File: src/rtl/vga_seq_pkg.sv
// Shared constants and FSM state type for the VGA frame sequencer.
package vga_seq_pkg;

  typedef enum logic [1:0] {
    S_IDLE  = 2'd0,
    S_ARMED = 2'd1,
    S_APPLY = 2'd2
  } seq_state_e;

  localparam int H_VISIBLE = 640;
  localparam int V_VISIBLE = 400;

  localparam logic [9:0] STEP_W = 10'd16;
  localparam logic [8:0] STEP_H = 9'd10;

  // Largest step-aligned window that still leaves the 5-pixel border visible.
  localparam logic [9:0] W_MAX = 10'(H_VISIBLE - 16);
  localparam logic [8:0] H_MAX = 9'(V_VISIBLE - 20);
  localparam logic [9:0] W_MIN = 10'd48;
  localparam logic [8:0] H_MIN = 9'd30;
  localparam logic [9:0] W_RST = 10'd320;
  localparam logic [8:0] H_RST = 9'd200;

endpackage

File: src/rtl/button_debouncer.sv
// Raw button to single-clock press pulse: 2-flop synchronizer, stable-time
// debouncer and rising-edge detector on the debounced level.
module button_debouncer #(
  parameter int DB_CYCLES = 250000
) (
  input  logic clk,
  input  logic rst_n,
  input  logic btn_i,
  output logic press_o
);

  localparam int CW = $clog2(DB_CYCLES) + 1;

  logic          sync1_q, sync2_q;
  logic          db_q, db_d;
  logic          db_prev_q;
  logic          press_q, press_d;
  logic [CW-1:0] cnt_q, cnt_d;

  // Debounced level follows the synchronized input after DB_CYCLES differing samples.
  always_comb begin
    db_d    = db_q;
    cnt_d   = cnt_q;
    press_d = db_q & ~db_prev_q;
    if (sync2_q == db_q) begin
      cnt_d = '0;
    end else if (cnt_q == CW'(DB_CYCLES - 1)) begin
      db_d  = sync2_q;
      cnt_d = '0;
    end else begin
      cnt_d = cnt_q + CW'(1);
    end
  end

  // State registers.
  always_ff @(posedge clk or negedge rst_n) begin
    if (!rst_n) begin
      sync1_q   <= 1'b0;
      sync2_q   <= 1'b0;
      db_q      <= 1'b0;
      db_prev_q <= 1'b0;
      cnt_q     <= '0;
      press_q   <= 1'b0;
    end else begin
      sync1_q   <= btn_i;
      sync2_q   <= sync1_q;
      db_q      <= db_d;
      db_prev_q <= db_q;
      cnt_q     <= cnt_d;
      press_q   <= press_d;
    end
  end

  assign press_o = press_q;

endmodule

File: src/rtl/vga_frame_sequencer.sv
// Stages window size / reverse / flash changes from debounced buttons and
// commits them on the v_sync rising edge; also runs auto-demo and the flash clock.
module vga_frame_sequencer #(
  parameter int DB_CYCLES   = 250000,
  parameter int HALF_PERIOD = 25000000,
  parameter int AUTO_FRAMES = 8
) (
  input  logic       pulse25M,
  input  logic       reset,
  input  logic       btn_grow,
  input  logic       btn_shrink,
  input  logic       btn_rev,
  input  logic       btn_fl,
  input  logic       btn_auto,
  input  logic       v_sync,
  output logic [9:0] width,
  output logic [8:0] height,
  output logic       rev,
  output logic       fl,
  output logic       pulse05H,
  output logic       auto_on,
  output logic       pending
);
  import vga_seq_pkg::*;

  localparam int PW = (HALF_PERIOD > 1) ? $clog2(HALF_PERIOD) : 1;
  localparam int FW = $clog2(AUTO_FRAMES) + 1;

  logic [4:0] btn_raw_s, press_s;
  logic       grow_s, shrink_s, rev_p_s, fl_p_s, auto_p_s;
  logic       frame_tick_s, pending_s;

  seq_state_e         state_q, state_d;
  logic signed [1:0]  dir_q, dir_d, auto_dir_q, auto_dir_d;
  logic               tog_rev_q, tog_rev_d, tog_fl_q, tog_fl_d;
  logic [9:0]         width_q, width_d;
  logic [8:0]         height_q, height_d;
  logic               rev_q, rev_d, fl_q, fl_d, auto_on_q, auto_on_d;
  logic [FW-1:0]      fcnt_q, fcnt_d;
  logic [PW-1:0]      hp_cnt_q, hp_cnt_d;
  logic               pulse_q, pulse_d;
  logic               vs_q, tick_q;

  logic signed [10:0] w_sum_s;
  logic signed [9:0]  h_sum_s;
  logic [9:0]         w_clamp_s;
  logic [8:0]         h_clamp_s;

  assign btn_raw_s = {btn_auto, btn_fl, btn_rev, btn_shrink, btn_grow};

  for (genvar gi = 0; gi < 5; gi++) begin : g_db
    button_debouncer #(.DB_CYCLES(DB_CYCLES)) u_db (
      .clk     (pulse25M),
      .rst_n   (reset),
      .btn_i   (btn_raw_s[gi]),
      .press_o (press_s[gi])
    );
  end

  assign grow_s   = press_s[0];
  assign shrink_s = press_s[1];
  assign rev_p_s  = press_s[2];
  assign fl_p_s   = press_s[3];
  assign auto_p_s = press_s[4];

  assign frame_tick_s = v_sync & ~vs_q;
  assign pending_s    = (dir_q != 2'sb00) | tog_rev_q | tog_fl_q;

  // Next window size: signed step then clamp, so no step can wrap.
  always_comb begin
    case (dir_q)
      2'sb01: begin
        w_sum_s = $signed({1'b0, width_q}) + $signed({1'b0, STEP_W});
        h_sum_s = $signed({1'b0, height_q}) + $signed({1'b0, STEP_H});
      end
      2'sb11: begin
        w_sum_s = $signed({1'b0, width_q}) - $signed({1'b0, STEP_W});
        h_sum_s = $signed({1'b0, height_q}) - $signed({1'b0, STEP_H});
      end
      default: begin
        w_sum_s = $signed({1'b0, width_q});
        h_sum_s = $signed({1'b0, height_q});
      end
    endcase
    if (w_sum_s > $signed({1'b0, W_MAX})) begin
      w_clamp_s = W_MAX;
    end else if (w_sum_s < $signed({1'b0, W_MIN})) begin
      w_clamp_s = W_MIN;
    end else begin
      w_clamp_s = w_sum_s[9:0];
    end
    if (h_sum_s > $signed({1'b0, H_MAX})) begin
      h_clamp_s = H_MAX;
    end else if (h_sum_s < $signed({1'b0, H_MIN})) begin
      h_clamp_s = H_MIN;
    end else begin
      h_clamp_s = h_sum_s[8:0];
    end
  end

  // FSM, commit, staging, auto schedule and flash divider.
  always_comb begin
    state_d    = state_q;
    dir_d      = dir_q;
    tog_rev_d  = tog_rev_q;
    tog_fl_d   = tog_fl_q;
    width_d    = width_q;
    height_d   = height_q;
    rev_d      = rev_q;
    fl_d       = fl_q;
    auto_on_d  = auto_on_q;
    auto_dir_d = auto_dir_q;
    fcnt_d     = fcnt_q;
    hp_cnt_d   = hp_cnt_q;
    pulse_d    = pulse_q;

    case (state_q)
      S_IDLE:  state_d = pending_s ? S_ARMED : S_IDLE;
      S_ARMED: begin
        if (frame_tick_s) begin
          state_d = S_APPLY;
        end else if (!pending_s) begin
          state_d = S_IDLE;
        end else begin
          state_d = S_ARMED;
        end
      end
      S_APPLY: state_d = S_IDLE;
      default: state_d = S_IDLE;
    endcase

    if (state_q == S_APPLY) begin
      width_d   = w_clamp_s;
      height_d  = h_clamp_s;
      rev_d     = rev_q ^ tog_rev_q;
      fl_d      = fl_q ^ tog_fl_q;
      dir_d     = 2'sb00;
      tog_rev_d = 1'b0;
      tog_fl_d  = 1'b0;
      if ((w_clamp_s == W_MAX) || (h_clamp_s == H_MAX)) begin
        auto_dir_d = 2'sb11;
      end else if ((w_clamp_s == W_MIN) || (h_clamp_s == H_MIN)) begin
        auto_dir_d = 2'sb01;
      end else begin
        auto_dir_d = auto_dir_q;
      end
    end else begin
      width_d = width_q;
    end

    if (grow_s && !shrink_s && !auto_on_q) begin
      dir_d = (dir_d != 2'sb01) ? dir_d + 2'sb01 : dir_d;
    end else if (shrink_s && !grow_s && !auto_on_q) begin
      dir_d = (dir_d != 2'sb11) ? dir_d - 2'sb01 : dir_d;
    end else begin
      dir_d = dir_d;
    end
    tog_rev_d = tog_rev_d ^ rev_p_s;
    tog_fl_d  = tog_fl_d ^ fl_p_s;

    // Auto step lands one clock after the tick so an APPLY clear cannot drop it.
    if (auto_on_q && tick_q) begin
      if (fcnt_q == FW'(AUTO_FRAMES - 1)) begin
        fcnt_d = '0;
        dir_d  = auto_dir_d;
      end else begin
        fcnt_d = fcnt_q + FW'(1);
      end
    end else begin
      fcnt_d = fcnt_d;
    end

    if (auto_p_s) begin
      auto_on_d = ~auto_on_q;
      if (auto_on_q) begin
        dir_d = 2'sb00;
      end else begin
        auto_dir_d = 2'sb01;
        fcnt_d     = '0;
      end
    end else begin
      auto_on_d = auto_on_q;
    end

    if (hp_cnt_q == PW'(HALF_PERIOD - 1)) begin
      hp_cnt_d = '0;
      pulse_d  = ~pulse_q;
    end else begin
      hp_cnt_d = hp_cnt_q + PW'(1);
    end
  end

  // State registers.
  always_ff @(posedge pulse25M or negedge reset) begin
    if (!reset) begin
      state_q    <= S_IDLE;
      dir_q      <= 2'sb00;
      tog_rev_q  <= 1'b0;
      tog_fl_q   <= 1'b0;
      width_q    <= W_RST;
      height_q   <= H_RST;
      rev_q      <= 1'b0;
      fl_q       <= 1'b0;
      auto_on_q  <= 1'b0;
      auto_dir_q <= 2'sb01;
      fcnt_q     <= '0;
      hp_cnt_q   <= '0;
      pulse_q    <= 1'b0;
      vs_q       <= 1'b0;
      tick_q     <= 1'b0;
    end else begin
      state_q    <= state_d;
      dir_q      <= dir_d;
      tog_rev_q  <= tog_rev_d;
      tog_fl_q   <= tog_fl_d;
      width_q    <= width_d;
      height_q   <= height_d;
      rev_q      <= rev_d;
      fl_q       <= fl_d;
      auto_on_q  <= auto_on_d;
      auto_dir_q <= auto_dir_d;
      fcnt_q     <= fcnt_d;
      hp_cnt_q   <= hp_cnt_d;
      pulse_q    <= pulse_d;
      vs_q       <= v_sync;
      tick_q     <= frame_tick_s;
    end
  end

  assign width    = width_q;
  assign height   = height_q;
  assign rev      = rev_q;
  assign fl       = fl_q;
  assign pulse05H = pulse_q;
  assign auto_on  = auto_on_q;
  assign pending  = pending_s;

endmodule

File: config.mk
export PLATFORM = sky130hd
export DESIGN_NAME = vga_frame_sequencer
export DESIGN_NICKNAME = d
export VERILOG_FILES = /design/src/rtl/vga_seq_pkg.sv /design/src/rtl/button_debouncer.sv /design/src/rtl/vga_frame_sequencer.sv
export SDC_FILE = /design/constraint.sdc
export NUM_CORES = 1
export LEC_CHECK = 0
export CORE_UTILIZATION = 30
export DETAILED_ROUTE_END_ITERATION = 8
export PLACE_DENSITY_LB_ADDON = 0.12
export SYNTH_ARGS = -nofsm -noshare
export SYNTH_HDL_FRONTEND = slang
export SYNTH_SLANG_ARGS = --single-unit
File: constraint.sdc
create_clock -name pulse25M -period 9.3 [get_ports pulse25M]
set_input_delay 1.86 -clock pulse25M [delete_from_list [all_inputs] [get_ports pulse25M]]
set_output_delay 1.86 -clock pulse25M [all_outputs]
set_load 0.01 [all_outputs]
=== Yosys cells after proc, flatten, opt, wreduce, memory -nomap -nowiden ===
Index checks and enable logic that the tools add are counted.

* Add/sub/neg operators: 13
* Div/mod/pow operators: 0
* Multiply operators: 0
* Equality and inequality tests: 22
* Reductions and logical operators: 17
* Bitwise operators: 25
* Shifts and indexed selects: 0
* Muxes and demuxes: 40
* Order comparisons: 4

{| class="wikitable"
|+ Operators with widths
! kind !! number
|-
| 19-bit 2-to-1 mux || 10
|-
| 19-bit by 1-bit adder with 19-bit output (second input constant) || 5
|-
| 19-bit by 18-bit equality test with 1-bit output (second input constant) || 5
|-
| 2-bit 2-to-1 mux || 15
|-
| 25-bit by 1-bit adder with 25-bit output (second input constant) || 1
|-
| 25-bit equality test (second input constant) || 1
|-
| 25-bit 2-to-1 mux || 1
|-
| 11-bit one-hot mux with 2 select lines || 1
|-
| 10-bit 2-to-1 mux || 2
|-
| 10-bit one-hot mux with 2 select lines || 1
|-
| 9-bit 2-to-1 mux || 2
|-
| 4-bit 2-to-1 mux || 4
|-
| 1-bit NOT || 13
|-
| 10-bit by 5-bit adder with 11-bit output (second input constant) || 1
|-
| 11-bit > comparator (second input constant) || 1
|-
| 11-bit by 7-bit < comparator with 1-bit output (second input constant) || 1
|-
| 10-bit by 5-bit subtractor with 11-bit output (second input constant) || 1
|-
| 9-bit by 4-bit adder with 10-bit output (second input constant) || 1
|-
| 10-bit equality test (second input constant) || 1
|-
| 10-bit by 6-bit equality test with 1-bit output (second input constant) || 1
|-
| 10-bit > comparator (second input constant) || 1
|-
| 10-bit by 6-bit < comparator with 1-bit output (second input constant) || 1
|-
| 2-bit AND reduction || 5
|-
| 9-bit by 4-bit subtractor with 10-bit output (second input constant) || 1
|-
| 21 further kinds || 45
|}

* Bits of input ports: 8
* Logic and storage cells: 166
* Output and inout bits: 24
* Memory bits (writable): 0
* Memories: 0
* Flip-flop bits (word level): 182
* Bits in latches: 0
* Bits in read-only memories: 0

=== Logic depth before layout (Yosys ltp) ===
* Depth after elaboration: 14
* Depth in mapped cells: 12
* Gate-level depth less buffers: 11

=== By module ===
A second synthesis with hierarchy kept.

* Cells, all modules: 936
* Area total of the unflattened synthesis: 9345.2 µm²

{| class="wikitable"
|+ Modules (own cells, without submodules)
! module !! cells each !! seq. area each (µm²) !! area an instance (µm²) !! instances
|-
| button_debouncer || 106 || 600.6 || 1121.1 || 5
|-
| vga_frame_sequencer || 406 || 1559.0 || 3739.8 || 1
|}

=== Least setup slack after synthesis ===
OpenSTA, ideal clock, no wires.

* Path kind: register to register
* Start point: register dir_q[0]
* End point: register auto_dir_q[1]
* Path slack: 6008 ps
* Arrival time: 3226 ps
* Required time: 9234 ps
* Clock period less this slack: 3292 ps
* Library setup time: 66 ps
* Buffers on the path: 1
* Cell stages (with the launch flop): 13
* Cell sequence: dfrtp_1 and2_4 inv_2 ha_1 buf_2 a21oi_1 o21ai_2 o31a_2 xnor2_1 or4_4 a22o_1 a2111oi_4 o32a_1

* Word-level cells in the longest chain between the ends: 12
* Elaborated cells between the ends (all ways): 23
* Classes of those cells: order compare: 4; eq/ne: 6; mux: 11; reduce/logical: 2

{| class="wikitable"
|+ RTL lines
! item !! RTL line !! RTL
|-
| from (decl) || vga_frame_sequencer.sv:34 || <nowiki>logic signed [1:0] dir_q, dir_d, auto_dir_q, auto_dir_d;</nowiki>
|-
| from (signal assigned) || vga_frame_sequencer.sv:213 || <nowiki>dir_q <= dir_d;</nowiki>
|-
| 2-bit equality test or 2-bit by 1-bit equality test with 1-bit output (tied branches) || vga_frame_sequencer.sv:71 || <nowiki>case (dir_q)</nowiki>
|-
| 11-bit one-hot mux with 2 select lines or 10-bit one-hot mux with 2 select lines (tied branches) || vga_frame_sequencer.sv:71 ||
|-
| 11-bit by 7-bit < comparator with 1-bit output or 10-bit by 6-bit < comparator with 1-bit output (tied branches) || vga_frame_sequencer.sv:87, vga_frame_sequencer.sv:94 ||
|-
| 10-bit 2-to-1 mux or 9-bit 2-to-1 mux (tied branches) || vga_frame_sequencer.sv:87, vga_frame_sequencer.sv:94 ||
|-
| 10-bit 2-to-1 mux or 9-bit 2-to-1 mux (tied branches) || vga_frame_sequencer.sv:85, vga_frame_sequencer.sv:92 ||
|-
| 10-bit by 6-bit equality test with 1-bit output or 9-bit by 5-bit equality test with 1-bit output (tied branches) || vga_frame_sequencer.sv:142 || <nowiki>end else if ((w_clamp_s == W_MIN) || (h_clamp_s == H_MIN)) begin</nowiki>
|-
| 1-bit logical OR || vga_frame_sequencer.sv:142 ||
|-
| 2-bit 2-to-1 mux || vga_frame_sequencer.sv:142 ||
|-
| 2-bit 2-to-1 mux (*) || vga_frame_sequencer.sv:140 || <nowiki>if ((w_clamp_s == W_MAX) || (h_clamp_s == H_MAX)) begin</nowiki>
|-
| 2-bit 2-to-1 mux (*) || vga_frame_sequencer.sv:132 || <nowiki>if (state_q == S_APPLY) begin</nowiki>
|-
| 2-bit 2-to-1 mux || vga_frame_sequencer.sv:175 || <nowiki>if (auto_on_q) begin</nowiki>
|-
| 2-bit 2-to-1 mux (*) || vga_frame_sequencer.sv:173 || <nowiki>if (auto_p_s) begin</nowiki>
|-
| via auto_dir_d[1] || vga_frame_sequencer.sv:34 ||
|-
| to (signal assigned) || vga_frame_sequencer.sv:221 || <nowiki>auto_dir_q <= auto_dir_d;</nowiki>
|-
| to (decl) || vga_frame_sequencer.sv:34 ||
|}

The timed path passes the listed nets; every way through them passes the cells marked *.
A chain may end at the register's enable or synchronous reset.

=== Final worst setup path ===
* Start point: register dir_q[1]
* End point: output pending

* Word-level cells in the longest chain between the ends: 3

{| class="wikitable"
|+ RTL lines
! item !! RTL line !! RTL
|-
| 2-bit nonzero test || vga_frame_sequencer.sv:67 || <nowiki>assign pending_s = (dir_q != 2'sb00) | tog_rev_q | tog_fl_q;</nowiki>
|-
| 1-bit OR (2 in a row) || vga_frame_sequencer.sv:67 ||
|-
| to (decl) || vga_frame_sequencer.sv:22 || <nowiki>output logic pending</nowiki>
|}

No other way between the ends.

==> impl_metrics.env <==
export IMPL_vias=6453
export IMPL_met2_usage=0.200
export IMPL_portBuffers=31
export IMPL_cts_resized=0
export IMPL_clkTransAtPathRegs_ns=0.07
export IMPL_r2r_cells=11
export IMPL_r2r_end="auto_dir_q[1]"
export IMPL_synth_avg_cell_area_um2=9.81
export IMPL_p_int_mw=1.21
export IMPL_yosysMostFrequentCell="dfrtp_1"
export IMPL_grt_pass1_vias=6365
export IMPL_power_frac_seq=0.517
export IMPL_fin_cells=1339
export IMPL_start_util=0.308
export IMPL_clkLatencyLatePin_ns=0.43
export IMPL_cts_hold_buf=0
export IMPL_r2r_setup_slack_ns=5.19
export IMPL_hold_start="g_db[1].u_db.sync1_q"
export IMPL_synth_area_leaders="dfrtp_1 49%, xor2_1 6.1%, nor2_1 5.4%"
export IMPL_yosysTopAreaCell="dfrtp_1"
export IMPL_die_area_um2=30500
export IMPL_multi_input_area_um2=4170
export IMPL_slew_headroom=0.339
export IMPL_synth_distinct_cells=72
export IMPL_fin_crit_sh=0.446
export IMPL_grt_overflow=0
export IMPL_clockBufferDepth=2
export IMPL_critPathSlowestCell="or4_1"
export IMPL_min_period_ns=4.15
export IMPL_total_power_mw=1.56
export IMPL_synth_cells=911
export IMPL_finalHoldViolations=0
export IMPL_grtUsageMet1=0.183
export IMPL_final_cell_area_um2=10200
export IMPL_worst_path_buf_inv=1
export IMPL_seq_area_um2=4560
export IMPL_layout_drive_gt1_share=0.0733
export IMPL_io_pin_count=32
export IMPL_fmax_ghz=0.241
export IMPL_switching_share=0.223
export IMPL_end_kind="primary output"
export IMPL_synth_seq_cells=182
export IMPL_r2r_start="dir_q[1]"
export IMPL_cp_start_kind="register"
export IMPL_worst_pin_slew_ns=0.989
export IMPL_fin_skew_ns=0.0113
export IMPL_netlist_area_um2=8940
export IMPL_ant_nets=0
export IMPL_maxCapViolCount=0
export IMPL_total_leakage_power_nw=4.32
export IMPL_slowest_delay_ns=0.66
export IMPL_hpwlAfterDp_um=12600
export IMPL_routedWlPerCell_um=14.1
export IMPL_synthArstFlopShare=1.00
export IMPL_gp_congestion=0.768
export IMPL_totalWireLength_um=18800
export IMPL_crit_type="register to primary output"
export IMPL_core_um2=29000
export IMPL_num_nets_final=964
export IMPL_cts_buffers=17
export IMPL_syn_num_nets=932
export IMPL_maxSlewViolCount=0
export IMPL_area_delta_synth_final_pct=14.6
export IMPL_clockRootBuffer="clkbuf_16"
export IMPL_clkPwrFrac=0.459
export IMPL_grt_busiest_layer="met2"
export IMPL_grtUsageTotal=0.131
export IMPL_holdWs_ns=0.342
export IMPL_cp_arrival_ns=2.29
export IMPL_netlist_top_cells_count="176 x dfrtp_1, 129 x nor2_1, 79 x nand2_1"
export IMPL_status="finished clean"
export IMPL_die_w_um=175
export IMPL_synth_ff_type="dfrtp_1"
export IMPL_dr_first_iter_drc_count=332
export IMPL_yosysSeqAreaShare=0.511
export IMPL_synth_edf_count=0
export IMPL_drc=0
export IMPL_whs_path_depth=0
export IMPL_viasPerCell=4.82
export IMPL_critPathLaunch="dir_q[1]"
export IMPL_yosysWarnings=0
export IMPL_grt_max_degree=76
export IMPL_min_path_type="register to register"
export IMPL_nFillCells=2992
export IMPL_tns_ns=0
export IMPL_rsz0062_at_grt="no"
export IMPL_clkSinkCount=182
export IMPL_grt_pass1_wl_um=32300
export IMPL_cts_max_level=4
export IMPL_cts_tree="yes"
export IMPL_cp_max_fo=24
export IMPL_comb_power_share=0.024
export IMPL_antenna_found_initial=0
export IMPL_dp_cells=1308
export IMPL_drtPass1Iterations=4
export IMPL_synth_top_cell_area_share=0.493
export IMPL_grtUsageMet3=0.0292
export IMPL_pwr_density_cell_nw_per_um2=152
export IMPL_crit_family="simple AND/OR/NAND/NOR gates"
export IMPL_setup_ws_ns=5.15
export IMPL_max_vdd_ir_drop_uv=99.7
export IMPL_row_count=62
export IMPL_crit_chain="or4_1 -> clkdlybuf4s50_1"
export IMPL_p_switching_mw=0.347
export IMPL_finalSetupViolations=0
export IMPL_post_dp_cell_area_um2=9670
export IMPL_pre_cts_ws_ns=5.25
export IMPL_post_cts_buffers=0
export IMPL_num_antenna_cells=0
export IMPL_min_to="g_db[1].u_db.sync2_q"
export IMPL_die_h_um=175
export IMPL_worst_endpoint_required_ns=7.44
export IMPL_utilization=0.353
-- placed cells by master, fill, tap and decap left out, types with 14 or more instances in the layout --
cell type,synthesis,routed
a21oi_1,35,35
and3_1,27,27
clkbuf_16,0,17
clkdlybuf4s50_1,0,30
dfrtp_1,176,176
inv_1,23,23
nand2_1,79,79
nand3_1,44,44
nand4_1,19,19
nor2_1,129,129
nor2b_1,14,14
nor3_1,28,28
nor4_1,15,15
o21ai_0,37,37
or3_1,21,21
xnor2_1,50,50
xor2_1,62,62
-- registers in the layout (all words and copies together), names as in the netlist, 2 cells and up --
signal,cells
auto_dir_q,2
dir_q,2
fcnt_q,4
g_db.u_db.cnt_q,95
g_db.u_db.db_prev_q,5
g_db.u_db.db_q,5
g_db.u_db.press_o,5
g_db.u_db.sync1_q,5
g_db.u_db.sync2_q,5
height,9
hp_cnt_q,25
state_q,2
width,10
-- power by group through the flow --
stage | combinational, mW | sequential, mW | clock [mW]
CTS | 0.0402 | 0.805 | 0.743
detailed placement | 0.0402 | 0.820 | 0
global placement | 0.0400 | 0.820 | 0
finish | 0.0376 | 0.805 | 0.714
floorplan | 0.0143 | 0.819 | 0
global route | 0.0447 | 0.805 | 0.772
-- how the worst max path moves through the flow --
stage | end | cells after the start
floorplan | auto_dir_q[1] | 12
global placement | auto_dir_q[1] | 11
detailed placement | auto_dir_q[1] | 11
CTS | pending | 2
global route | height[3] | 11
finish | pending | 2
-- layer usage --
layer | vias to the layer above | routed length (um)
li1 | 3236 | -
met1 | 3124 | 9750
met2 | 76 | 8320
met3 | 17 | 538
met4 | 0 | 215
met5 | - | 0
-- area by class of cell --
cell class / count / area share
Tap cell: 384 / 0.0469
Sequential cell: 182 / 0.445
Clock buffer: 18 / 0.0429
Multi-Input combinational cell: 679 / 0.407
Timing Repair Buffer: 39 / 0.0365
Clock inverter: 13 / 0.0129
Inverter: 24 / 0.00879
-- cell families after synthesis --
logic type               after synthesis  synth area share
AND/OR/NAND/NOR                      418             0.234
flip-flops                           182             0.511
AO/OA/AOI/OAI                        126            0.0906
XOR/XNOR                             114             0.113
buffers and inverters                 50            0.0232
adder cells (fa/ha/maj)               13            0.0182
multiplexers                           8            0.0101
Note: power is estimated with default switching activity, not from simulation.
==> RTL edit (config.mk and constraints unchanged) <==
Register the output `width` once more, with the module's reset; this adds one clock of latency there. The other outputs are not delayed to match.
--- a/src/rtl/vga_frame_sequencer.sv
+++ b/src/rtl/vga_frame_sequencer.sv
@@ -227,7 +227,13 @@
     end
   end
 
-  assign width    = width_q;
+  always_ff @(posedge pulse25M or negedge reset) begin
+    if (!reset) begin
+      width <= '0;
+    end else begin
+      width <= width_q;
+    end
+  end
   assign height   = height_q;
   assign rev      = rev_q;
   assign fl       = fl_q;
Formal check against the unedited RTL: not equivalent (Yosys sat finds a counterexample within 4 cycles, from zero or initial values and one cycle with reset low).
==> RTL edit against the unedited design <==
  * Area after synthesis is 3.5% higher
  * Synthesized cell count is 1.1% higher
  * Setup slack better by 28 ps
  * Total power is 5.8% higher
  * Final area is 3.1% higher
  * Clock power is 6.6% higher
  * Sequential cell count is 10 higher
  * Count of clock-buffer cells in the layout is 2 higher
  * Global-route usage is 0.40 points lower
  * Final cell count is 0.60% higher
  * Routed wire length is 1.8% lower
  * Largest cell class unchanged
==> RTL edit: results (changes against the unedited design) <==
| Metric | Value |
|---|---|
| Outcome | completed |
| Synthesized area | 9250 sq um (+3.5%) |
| Worst clock skew | 8.65 ps (-2.69 ps) |
| XOR/XNOR Fraction of Synth Area | 0.122 (+0.00829) |
| Bufs w/o clock | 36 (-7.7%) |
| Gr usage total | 0.127 (-0.00405) |
| Initial DRC count | 429 (+29%) |
| Share of cells above drive strength 1 | 0.0731 (-0.000153) |
| Post-Place Cell Area | 9960 sq um (+2.9%) |
| Top cells by area, synth | dfrtp_1 50%, xor2_1 6.2%, nor2_1 5.6% |
| Sequential share of the synthesized area | 0.520 (+0.00958) |
| Crit Path Max Fanout | 26 (+8.3%) |
| Worst R2R End | dir_q[1] |
| ClkCell Share | 0.0573 (+0.00151) |
| Met2 wire len | 8220 um (-1.2%) |
| Number of global-route vias before repair | 6291 (-1.2%) |
| Syn_nets | 942 (+1.1%) |
| Met3 Usage GRT | 0.0253 (-0.00388) |
| Hold_sp | g_db[0].u_db.sync1_q |
| Hold endpoint | g_db[0].u_db.sync2_q |
| Inverters | 20 (-17%) |
| Met3 wire len | 521 um (-3.2%) |
| Peak VDD IR | 0.000126 V (+26%) |
| #MultiIn Comb | 677 (-0.29%) |
| Leak | 4.65 nW (+7.5%) |
| RePlAce Congestion | 0.800 (+4.1%) |
| Layout net count | 965 (+0.10%) |
| Met1 GRT Util | 0.177 (-0.00589) |
| M1 WL | 9520 um (-2.4%) |
| Post-Synth Adder-Cell Area | 0.0176 (-0.000623) |
| Final HPWL DP | 12300 um (-2.5%) |
| Compound-Gate Fraction of Synth Area | 0.0779 (-0.0127) |
| FFs & Latches | 192 (+5.5%) |
| Slew @ Worst Pin | 774 ps (-215 ps) |
| First-pass GRT wire length | 31900 um (-1.5%) |
| DRT Pass-1 Iters | 6 (+2) |
| R2R depth | 10 (-1) |
| Largest net degree at the start of global routing | 81 (+6.6%) |
| Wire per inst | 13.7 um (-2.3%) |
| Synth cell count leaders | 186 x dfrtp_1, 137 x nor2_1, 75 x nand2_1 |
| Fillcell total | 3094 (+3.4%) |
RTL edit: per-stage QoR:
| step | total power, mW | hold WS, ps | util | cells | worst slack (ps) |
|---|---|---|---|---|---|
| floorplan | 0.878 | 331 | - | 921 | 6010 |
| global placement | 0.905 | 337 | 0.332 | 1315 | 5370 |
| detailed placement | 0.904 | 337 | 0.332 | 1315 | 5320 |
| CTS | 1.68 | 352 | 0.353 | 1347 | 5160 |
| global route | 1.72 | 361 | 0.353 | 1347 | 4960 |
| finish | 1.65 | 354 | 0.353 | 1347 | 5180 |
RTL edit: where the power goes:
group / leakage [nW] / internal, mW / switching [mW]
Combinational: 1.76 / 0.00949 / 0.0279
Clock: 0.279 / 0.432 / 0.328
Sequential: 2.61 / 0.843 / 0.00548
Total: 4.65 / 1.28 / 0.362
RTL edit: worst max-delay path: cells and delay by family, from the launching register on:
family / cells / cell delay, ps
buffers and inverters: 1 / 500
DFF: 1 / 670
and+or+nand+nor: 1 / 660
